===== config.mk =====
export PLATFORM = sky130hd
export DESIGN_NAME = rggen_interrupt_sequencer_flat
export DESIGN_NICKNAME = d
export VERILOG_FILES = /design/src/rtl/rggen_interrupt_sequencer_pkg.sv /design/src/rtl/rggen_interrupt_sequencer_if.sv /design/src/rtl/rggen_event_qualifier.sv /design/src/rtl/rggen_interrupt_sequencer.sv /design/src/flat_wrapper.sv
export SDC_FILE = /design/constraint.sdc
export NUM_CORES = 1
export LEC_CHECK = 0
export CAP_MARGIN = 20
export CORE_MARGIN = 5
export CORE_UTILIZATION = 49
export DETAILED_ROUTE_END_ITERATION = 10
export PLACE_DENSITY = 0.74
export RECOVER_POWER = 50
export SKIP_CTS_REPAIR_TIMING = 1
export SLEW_MARGIN = 20
export SYNTH_ARGS = -nofsm -noshare
export SYNTH_HDL_FRONTEND = slang
export SYNTH_SLANG_ARGS = --single-unit

===== constraint.sdc =====
create_clock -name clk -period 2.7 [get_ports clk]
set_input_delay 0.405 -clock clk [delete_from_list [all_inputs] [get_ports clk]]
set_output_delay 0.405 -clock clk [all_outputs]
set_load 0.01 [all_outputs]

===== src/rtl/rggen_interrupt_sequencer_pkg.sv =====
// Shared types for the interrupt sequencer: the interrupt-line FSM state encoding.
package rggen_interrupt_pkg;

  typedef enum logic [1:0] {
    IDLE    = 2'd0,
    ASSERT  = 2'd1,
    HOLDOFF = 2'd2
  } irq_state_e;

endpackage


===== src/rtl/rggen_interrupt_sequencer_if.sv =====
// Event/status/enable bundle between peripheral sources, the status field and the sequencer.
interface rggen_interrupt_sequencer_if #(
  parameter int WIDTH         = 1,
  parameter int HOLDOFF_WIDTH = 8
);

  logic [WIDTH-1:0]         i_event;
  logic [WIDTH-1:0]         i_status;
  logic [WIDTH-1:0]         i_enable;
  logic [HOLDOFF_WIDTH-1:0] i_holdoff;
  logic [WIDTH-1:0]         o_set;
  logic [WIDTH-1:0]         o_lost;
  logic                     o_irq;

  modport master (
    output i_event, i_status, i_enable, i_holdoff,
    input  o_set, o_lost, o_irq
  );

  modport slave (
    input  i_event, i_status, i_enable, i_holdoff,
    output o_set, o_lost, o_irq
  );

endinterface


===== src/rtl/rggen_event_qualifier.sv =====
// Per-bit edge/level qualification of raw events into registered set and lost pulses.
module rggen_event_qualifier #(
  parameter int               WIDTH     = 1,
  parameter logic [WIDTH-1:0] EDGE_MODE = '0
) (
  input  logic             clk,
  input  logic             rst_n,
  input  logic [WIDTH-1:0] i_event,
  input  logic [WIDTH-1:0] i_status,
  output logic [WIDTH-1:0] o_set,
  output logic [WIDTH-1:0] o_lost
);

  logic [WIDTH-1:0] event_q;
  logic [WIDTH-1:0] qual;
  logic [WIDTH-1:0] set_q;
  logic [WIDTH-1:0] lost_q;

  // Edge bits fire only on 0->1; level bits fire every cycle the source is high.
  assign qual = (EDGE_MODE & i_event & ~event_q) | (~EDGE_MODE & i_event);

  always_ff @(posedge clk) begin
    if (!rst_n) begin
      event_q <= '0;
      set_q   <= '0;
      lost_q  <= '0;
    end else begin
      event_q <= i_event;
      set_q   <= qual;
      lost_q  <= qual & i_status;
    end
  end

  assign o_set  = set_q;
  assign o_lost = lost_q;

endmodule


===== src/rtl/rggen_interrupt_sequencer.sv =====
// Drives a W1C status field from event sources and produces a rate-limited interrupt line.
module rggen_interrupt_sequencer
  import rggen_interrupt_pkg::*;
#(
  parameter int               WIDTH         = 1,
  parameter logic [WIDTH-1:0] EDGE_MODE     = '0,
  parameter int               HOLDOFF_WIDTH = 8
) (
  input logic                    clk,
  input logic                    rst_n,
  rggen_interrupt_sequencer_if.slave bus
);

  irq_state_e               state_q;
  irq_state_e               state_d;
  logic [HOLDOFF_WIDTH-1:0] cnt_q;
  logic [HOLDOFF_WIDTH-1:0] cnt_d;
  logic                     irq_q;
  logic                     pending;
  logic [WIDTH-1:0]         set;
  logic [WIDTH-1:0]         lost;

  rggen_event_qualifier #(
    .WIDTH     (WIDTH),
    .EDGE_MODE (EDGE_MODE)
  ) u_qualifier (
    .clk      (clk),
    .rst_n    (rst_n),
    .i_event  (bus.i_event),
    .i_status (bus.i_status),
    .o_set    (set),
    .o_lost   (lost)
  );

  assign pending = |(bus.i_status & bus.i_enable);

  // Hold-off length is captured only when leaving ASSERT; later i_holdoff changes are ignored.
  always_comb begin
    state_d = state_q;
    cnt_d   = cnt_q;
    case (state_q)
      IDLE: begin
        if (pending) state_d = ASSERT;
      end
      ASSERT: begin
        if (!pending) begin
          if (bus.i_holdoff == '0) begin
            state_d = IDLE;
          end else begin
            state_d = HOLDOFF;
            cnt_d   = bus.i_holdoff - HOLDOFF_WIDTH'(1);
          end
        end
      end
      HOLDOFF: begin
        if (cnt_q == '0) state_d = IDLE;
        else             cnt_d   = cnt_q - HOLDOFF_WIDTH'(1);
      end
      default: state_d = IDLE;
    endcase
  end

  always_ff @(posedge clk) begin
    if (!rst_n) begin
      state_q <= IDLE;
      cnt_q   <= '0;
      irq_q   <= 1'b0;
    end else begin
      state_q <= state_d;
      cnt_q   <= cnt_d;
      irq_q   <= (state_d == ASSERT);
    end
  end

  assign bus.o_set  = set;
  assign bus.o_lost = lost;
  assign bus.o_irq  = irq_q;

endmodule


===== src/flat_wrapper.sv =====
// flat-port wrapper written by rule: the top's interface ports become plain ports
module rggen_interrupt_sequencer_flat import rggen_interrupt_pkg::*;
#(
  parameter int               WIDTH         = 1,
  parameter logic [WIDTH-1:0] EDGE_MODE     = '0,
  parameter int               HOLDOFF_WIDTH = 8
)
  (clk, rst_n, bus_i_event, bus_i_status, bus_i_enable, bus_i_holdoff, bus_o_set, bus_o_lost, bus_o_irq);
  rggen_interrupt_sequencer_if #(.WIDTH(WIDTH), .HOLDOFF_WIDTH(HOLDOFF_WIDTH)) bus_i ();
  input logic clk;
  input logic rst_n;
  input wire logic [$bits(bus_i.i_event)-1:0] bus_i_event;
  input wire logic [$bits(bus_i.i_status)-1:0] bus_i_status;
  input wire logic [$bits(bus_i.i_enable)-1:0] bus_i_enable;
  input wire logic [$bits(bus_i.i_holdoff)-1:0] bus_i_holdoff;
  output wire logic [$bits(bus_i.o_set)-1:0] bus_o_set;
  output wire logic [$bits(bus_i.o_lost)-1:0] bus_o_lost;
  output wire logic [$bits(bus_i.o_irq)-1:0] bus_o_irq;
  assign bus_i.i_event = bus_i_event;
  assign bus_i.i_status = bus_i_status;
  assign bus_i.i_enable = bus_i_enable;
  assign bus_i.i_holdoff = bus_i_holdoff;
  assign bus_o_set = bus_i.o_set;
  assign bus_o_lost = bus_i.o_lost;
  assign bus_o_irq = bus_i.o_irq;
  rggen_interrupt_sequencer #(.WIDTH(WIDTH), .EDGE_MODE(EDGE_MODE), .HOLDOFF_WIDTH(HOLDOFF_WIDTH)) u_core (.clk(clk), .rst_n(rst_n), .bus(bus_i));
endmodule

==> results of run 1 <==
layout make-up:
class                      count  area, sq um
inverter                       2         7.51
timing repair buffer          15          150
clock buffer                   4         26.3
fill                         144          552
tap                           16         20.0
multi-input combinational     77          526
sequential                    13          260
stage by stage:
step                util, %  hold slack (ns)  instances  worst slack [ns]
detailed placement     62.9            0.513        123             0.417
global route           64.2            0.558        127             0.242
finish                 64.2            0.536        127             0.452
global placement       62.9            0.512        123             0.429
CTS                    64.6            0.529        127             0.472
floorplan                 -            0.490         94             0.740
metal layers:
metal  up-vias  GRT usage, %  share of wire [%]
li1        384             -                  -
met1       349          21.0                 46
met2        22          23.6                 46
met3         2          5.92                6.0
met4         0          7.23               0.97
met5         -             0                  0
layout by cell type (no fill, tap or decap), drive strengths merged, types with 3 or more instances in the layout:
cell / synthesis / final
clkdlybuf4s50: 0 / 11
clkbuf: 0 / 4
nor2: 12 / 12
nand2: 11 / 11
mux2i: 3 / 3
a211oi: 4 / 4
a21oi: 4 / 4
and3: 3 / 3
dlygate4sd3: 0 / 4
dfxtp: 13 / 13
and2: 3 / 3
worst register-to-register path, stage by stage (launching register included):
cell	delay [ns]
dfxtp_1	0.37
nand2b_2	0.34
mux2i_4	0.36
ha_1	0.28
nor2b_1	0.19
nor2b_1	0.17
xnor2_1	0.14
nand2_1	0.07
a31o_2	0.23
kinds of logic after synthesis:
| family | count (synthesis) |
|---|---|
| flip-flops | 13 |
| buffers and inverters | 4 |
| AO/OA/AOI/OAI | 25 |
| multiplexers | 5 |
| AND/OR/NAND/NOR | 44 |
| XOR/XNOR | 2 |
| adder cells (fa/ha/maj) | 1 |
power by group through the flow:
| stage | Combinational, mW | Sequential [mW] | Clock [mW] |
|---|---|---|---|
| 2_1_floorplan | 0.0599 | 0.214 | 0 |
| 6_report | 0.0941 | 0.211 | 0.126 |
| 3_5_place_dp | 0.0958 | 0.215 | 0 |
| 4_1_cts | 0.0961 | 0.211 | 0.129 |
| 3_3_place_gp | 0.0941 | 0.215 | 0 |
| 5_1_grt | 0.102 | 0.212 | 0.141 |
state kept, by name (all words and copies together), names as in the netlist:
name and flops:
u_core.cnt_q 8, u_core.bus.o_irq 1, u_core.state_q 2, u_core.u_qualifier.o_lost 1
u_core.u_qualifier.o_set 1
worst max path at each step:
stage                      startpoint               to  slack, ns
finish              u_core.state_q[0]  u_core.cnt_q[4]       0.45
global route         bus_i_holdoff[2]  u_core.cnt_q[3]       0.24
CTS                 u_core.state_q[0]  u_core.cnt_q[4]       0.47
detailed placement   bus_i_holdoff[0]  u_core.cnt_q[4]       0.42
global placement     bus_i_holdoff[0]  u_core.cnt_q[4]       0.43
floorplan           u_core.state_q[0]  u_core.cnt_q[4]       0.74
==> impl_results.md, run 1 <==
- Status: complete, no violations
- Buffers on Ports: 15
- Flops & latches, synth: 13
- DRT antenna net count: 0
- Die width: slightly above 50 um
- Reg2Reg Depth: 8
- Combinational power share: between 20% and 30%
- Part of the Yosys area used for sequential elements: approximately a third
- DP HPWL: around 1500 um
- R2R Path Start: u_core.state_q[0]
- First-pass GRT wire length: ~3200 um
- Synth Area in Compound Gates: about a quarter
- Clk pwr share: 29.2%
- Layout cells sized above 1: 13.5%
- Final setup fails: 0
- Most used flip-flop cell after synthesis: dfxtp_1
- Number of cells on the critical path: 8
- Post-synthesis cell count: 94
- Clk buf depth: 2
- DRT iter0 DRCs: 23
- P_sw: 0.125 mW
- Initial Utilization: 52.9%
- Rel. slew slack: about 37%
- Power per standard cell area: around 440 mW/mm^2
- Minimum clock period: roughly 2.2 ns
- Antenna violations before repair: 0
- Sequential power share: 48.9%
- CP arrival: approximately 2.4 ns
- CTS tree: yes
- Adder-Cell Fraction of Synth Area: under 10%
- Hold Path Sink: u_core.cnt_q[7]
- CTS clk-pin slew, worst paths: roughly 0.090 ns
- Final worst-path cycle share: between 80% and 90%
- Drt drc: 0
- Number of synthesized flops with an enable pin: 0
- Flop-to-flop setup slack: ~0.45 ns
- RSZ-0062 raised after global routing: no
- Synth area leaders: dfxtp_1 32%, nor2_1 5.5%, nand2_1 5.1%, a211oi_1 3.7%, mux2i_4 2.8%
- Largest net degree at the start of global routing: 15
- Max IR drop VDD: around 0.00027 V
- Share of the synthesized area in the top cell type: about a third
- Setup CP Type: reg2reg
- Routed wire length: 1960 um
- CTS Root Buffer Type: clkbuf_4
- Max Slew Vio Count: 0
- Antenna diode count: 0
- Leak: around 0.38 nW
- Synth Area in XOR/XNOR: approximately 2.1%
- Grt ovf: 0
- Chip height: 50.8 um
- Critical path data required time: 2.88 ns
- Cell repeated most along the worst path: nor2b_1
- Critical path buffers and inverters: 0
- Critical register-to-register path endpoint: u_core.cnt_q[4]
- TritonRoute pass-1 iters: 4
- Total Routing Usage GR: between 10% and 20%
- Via count: ~760
- Core area: 0.00154 sq mm
- Vias in the first global route: 692
- Hold Path Cell Cnt: 2
- TritonCTS Buffers: 3
- Sum of negative setup slack: 0 ns
- HP Class: reg2reg
- Rows: 14
- Final net count: 126
- Post-route cell area: about 990 sq um
- Mapped Area: a little over 800 sq um
- CP max stage delay: approximately 0.37 ns
- Syn_area_per_cell: 8.68 sq um
- Synth cell types: 44
- Int Power: between 0.3 and 0.4 mW
- Wirelength per Cell: between 15 and 20 um
- Synth area leader: dfxtp_1
- Main combinational cell family by area after synthesis: simple AND/OR/NAND/NOR gates
- Total number of yosys warnings: 0
- Most numerous cell in the Yosys netlist: dfxtp_1
- Depth of the CTS H-tree: 1
- Layout overhead on the synthesized area: 21.3%
- Total power: between 0.4 and 0.5 mW
- Die area: between 0.002 and 0.003 sq mm
- Slowest CP cell: dfxtp_1
- Startpoint Class: flip-flop
- Placed Area: a little under 0.001 sq mm
- Synth Area in Simple Gates: around 29%
- Mux cell area share after synthesis: under 10%
- Clock latency on the worst-skew pair: ~0.28 ns
- Avg Vias per Cell: about 6.0
- Sink Count: 13
- CP endpoint kind: flip-flop
- Most frequent cells after synthesis: 13 x dfxtp_1, 12 x nor2_1, 11 x nand2_1
- Least-Margin Pin Slew: ~0.95 ns
- Switching Share: 28.9%
- Cell family with most CP delay: simple AND/OR/NAND/NOR gates
- Max-Cap Viols: 0
- Ys async rst share: 0%
- Syn_nets: around 110
- Crit-path max FO: 14
- Fmax: around 440 MHz
- Cell Chain, Critical Path: nand2b_2 -> mux2i_4 -> ha_1 -> nor2b_1 -> nor2b_1 -> xnor2_1 -> nand2_1 -> a31o_2
- Worst Skew: roughly 0.01 ns
- Hold Fails Final Rpt: 0
- Hold path start: u_core.cnt_q[7]
- I/O pin cnt: 16
- Placer Congestion: approximately 0.85
No activity file was read; power rests on OpenSTA's default activity.
==> run 2, diff against run 1 <==
Settings changed: CORE_UTILIZATION 49 to 45, PLACE_DENSITY 0.74 to 0.72.
Clock period 2.7 ns to 1.9 ns, I/O delays scaled along.
==> impl_results.md, run 2 (same netlist as run 1, synthesis figures left out) <==
- Biggest register: u_core.cnt_q
- Critical register-to-register path endpoint: u_core.cnt_q[2]
- Worst Skew: 0.00183 ns (-0.00810 ns)
- Initial Utilization: 47.2% (-5.7 points)
- Die area: 0.00276 sq mm (+7.1%)
- Total Routing Usage GR: 16.8% (+0.69 points)
- CP arrival: 1.97 ns (-0.45 ns)
- Max FFs per register: 8 (unchanged)
- Max IR drop VDD: 0.000358 V (+31%)
- Least-Margin Pin Slew: 0.469 ns (-0.480 ns)
- Drt drc: 0 (unchanged)
- Placed Area: 0.00108 sq mm (+12%)
- Depth of the CTS H-tree: 1 (unchanged)
- Wirelength per Cell: 14.0 um (-8.8%)
- Final core utilization: 65.9% (+1.7 points)
- Hold Fails Final Rpt: 0 (unchanged)
- Reg2Reg Depth: 7 (-1)
- Largest net degree at the start of global routing: 13 (-2)
- Chip height: 52.6 um (+3.5%)
- Grt ovf: 0 (unchanged)
- Antenna diode count: 0 (unchanged)
- R2R Path Start: u_core.state_q[0]
- Total power: 0.641 mW (+49%)
- Final net count: 139 (+10%)
- Via count: 850 (+12%)
- CTS Root Buffer Type: clkbuf_4
- Vias in the first global route: 860 (+24%)
- Worst Setup EP: u_core.cnt_q[2]
- Sum of negative setup slack: 0 ns (unchanged)
- Clk buf depth: 2 (unchanged)
- Max-Cap Viols: 0 (unchanged)
- Worst Setup SP: u_core.state_q[0]
- Leak: 0.450 nW (+19%)
- Max Slew Vio Count: 0 (unchanged)
- Most frequent cells in the layout: 13 x buf_4, 12 x nor2_1, 11 x nand2_1, 11 x clkdlybuf4s50_1, 11 x dfxtp_1
- Rel. slew slack: 68.8% (+32 points)
- Fmax: 562 MHz (+26%)
- Hold Slack: 0.504 ns (-0.0321 ns)
- Multi-input gate area: 562 sq um (+6.9%)
- Post-route cell area: 0.00114 sq mm (+15%)
- First-pass GRT wire length: 3460 um (+8.9%)
- Die width: 52.6 um (+3.5%)
- CP endpoint kind: flip-flop
- Buffers on Ports: 15 (unchanged)
- Status: complete, no violations
- Register area: 263 sq um (+0.96%)
- Clock latency on the worst-skew pair: 0.28 ns (about the same)
- Minimum clock period: 1.78 ns (-0.468 ns)
- I/O pin cnt: 16 (unchanged)
- HP Class: reg2reg
- Flop-to-flop setup slack: 0.12 ns (-0.33 ns)
- Avg Vias per Cell: 5.70 (-4.3%)
- Power per standard cell area: 563 mW/mm^2 (+29%)
- DP HPWL: 1620 um (+9.7%)
- DRT iter0 DRCs: 25 (+8.7%)
- Rows: 15 (+1)
- RSZ-0062 raised after global routing: no
- Critical path data required time: 2.09 ns (-0.79 ns)
- Biggest regs: u_core.cnt_q (8), u_core.state_q (2)
- CTS tree: yes
- TritonCTS Buffers: 3 (unchanged)
- Final worst-path cycle share: 93.7% (+10 points)
- Sink Count: 13 (unchanged)
- Startpoint Class: flip-flop
- Layout cells sized above 1: 27.4% (+14 points)
- Placer Congestion: 0.821 (-3.4%)
- Antenna violations before repair: 0 (unchanged)
- CTS clk-pin slew, worst paths: 0.08 ns (about the same)
- Hold Path Cell Cnt: 1 (-1)
- DRT antenna net count: 0 (unchanged)
- Routed wire length: 2090 um (+6.9%)
- Final setup fails: 0 (unchanged)
- TritonRoute pass-1 iters: 4 (unchanged)
- Core area: 0.00173 sq mm (+12%)
- Fill count: 161 (+12%)
- Crit-path max FO: 4 (-10)
- Setup CP Type: reg2reg
- Commonest non-fill, non-tap cell in the layout: buf_4
- Layout overhead on the synthesized area: 39.4%
## run 2: cell types whose count changed in the layout (fill, tap and decap cells not counted), sizes merged
cell and change:
buf +13
## run 2: where the power goes
group | internal (mW) | total (mW) | leakage [nW] | switching (mW)
Combinational | 0.0906 | 0.166 | 0.328 | 0.0757
Clock | 0.0815 | 0.176 | 0.0150 | 0.0941
Sequential | 0.286 | 0.299 | 0.107 | 0.0125
## run 2: worst min path at each step
stage,from,end
after global routing,u_core.state_q[1],u_core.bus.o_irq
after CTS,u_core.cnt_q[7],u_core.cnt_q[7]
after floorplan,bus_i_event,u_core.u_qualifier.o_set
final,u_core.state_q[1],u_core.state_q[0]
after global placement,u_core.cnt_q[7],u_core.cnt_q[7]
after detailed placement,u_core.cnt_q[7],u_core.cnt_q[7]
## run 2: routing by layer
| layer | track usage [%] | up-vias | routed length, um |
|---|---|---|---|
| met5 | 0 | - | 0 |
| met1 | 19.6 | 393 | 907 |
| met4 | 8.09 | 0 | 66 |
| met3 | 3.99 | 9 | 157 |
| met2 | 28.5 | 38 | 962 |
| li1 | - | 410 | - |
## run 2: area by class of cell
| type | instances | area share [%] |
|---|---|---|
| Multi-Input combinational cell | 77 | 49.4 |
| Tap cell | 25 | 2.75 |
| Timing Repair Buffer | 28 | 21.8 |
| Sequential cell | 13 | 23.1 |
| Inverter | 2 | 0.660 |
| Clock buffer | 4 | 2.31 |
## run 2: metrics by stage
stage,cells,worst slack [ns]
2_1_floorplan,94,0.0232
3_3_place_gp,145,-0.0760
3_5_place_dp,145,-0.121
4_1_cts,149,0.0202
5_1_grt,149,0.00508
6_report,149,0.120
## run 2: critical path, stage by stage (launching register included)
cell and delay (ns):
dfxtp_2 0.34, nand2b_4 0.17, mux2i_4 0.19, ha_2 0.21, buf_4 0.14, nor3b_1 0.26
a211oi_1 0.10, a311oi_1 0.28
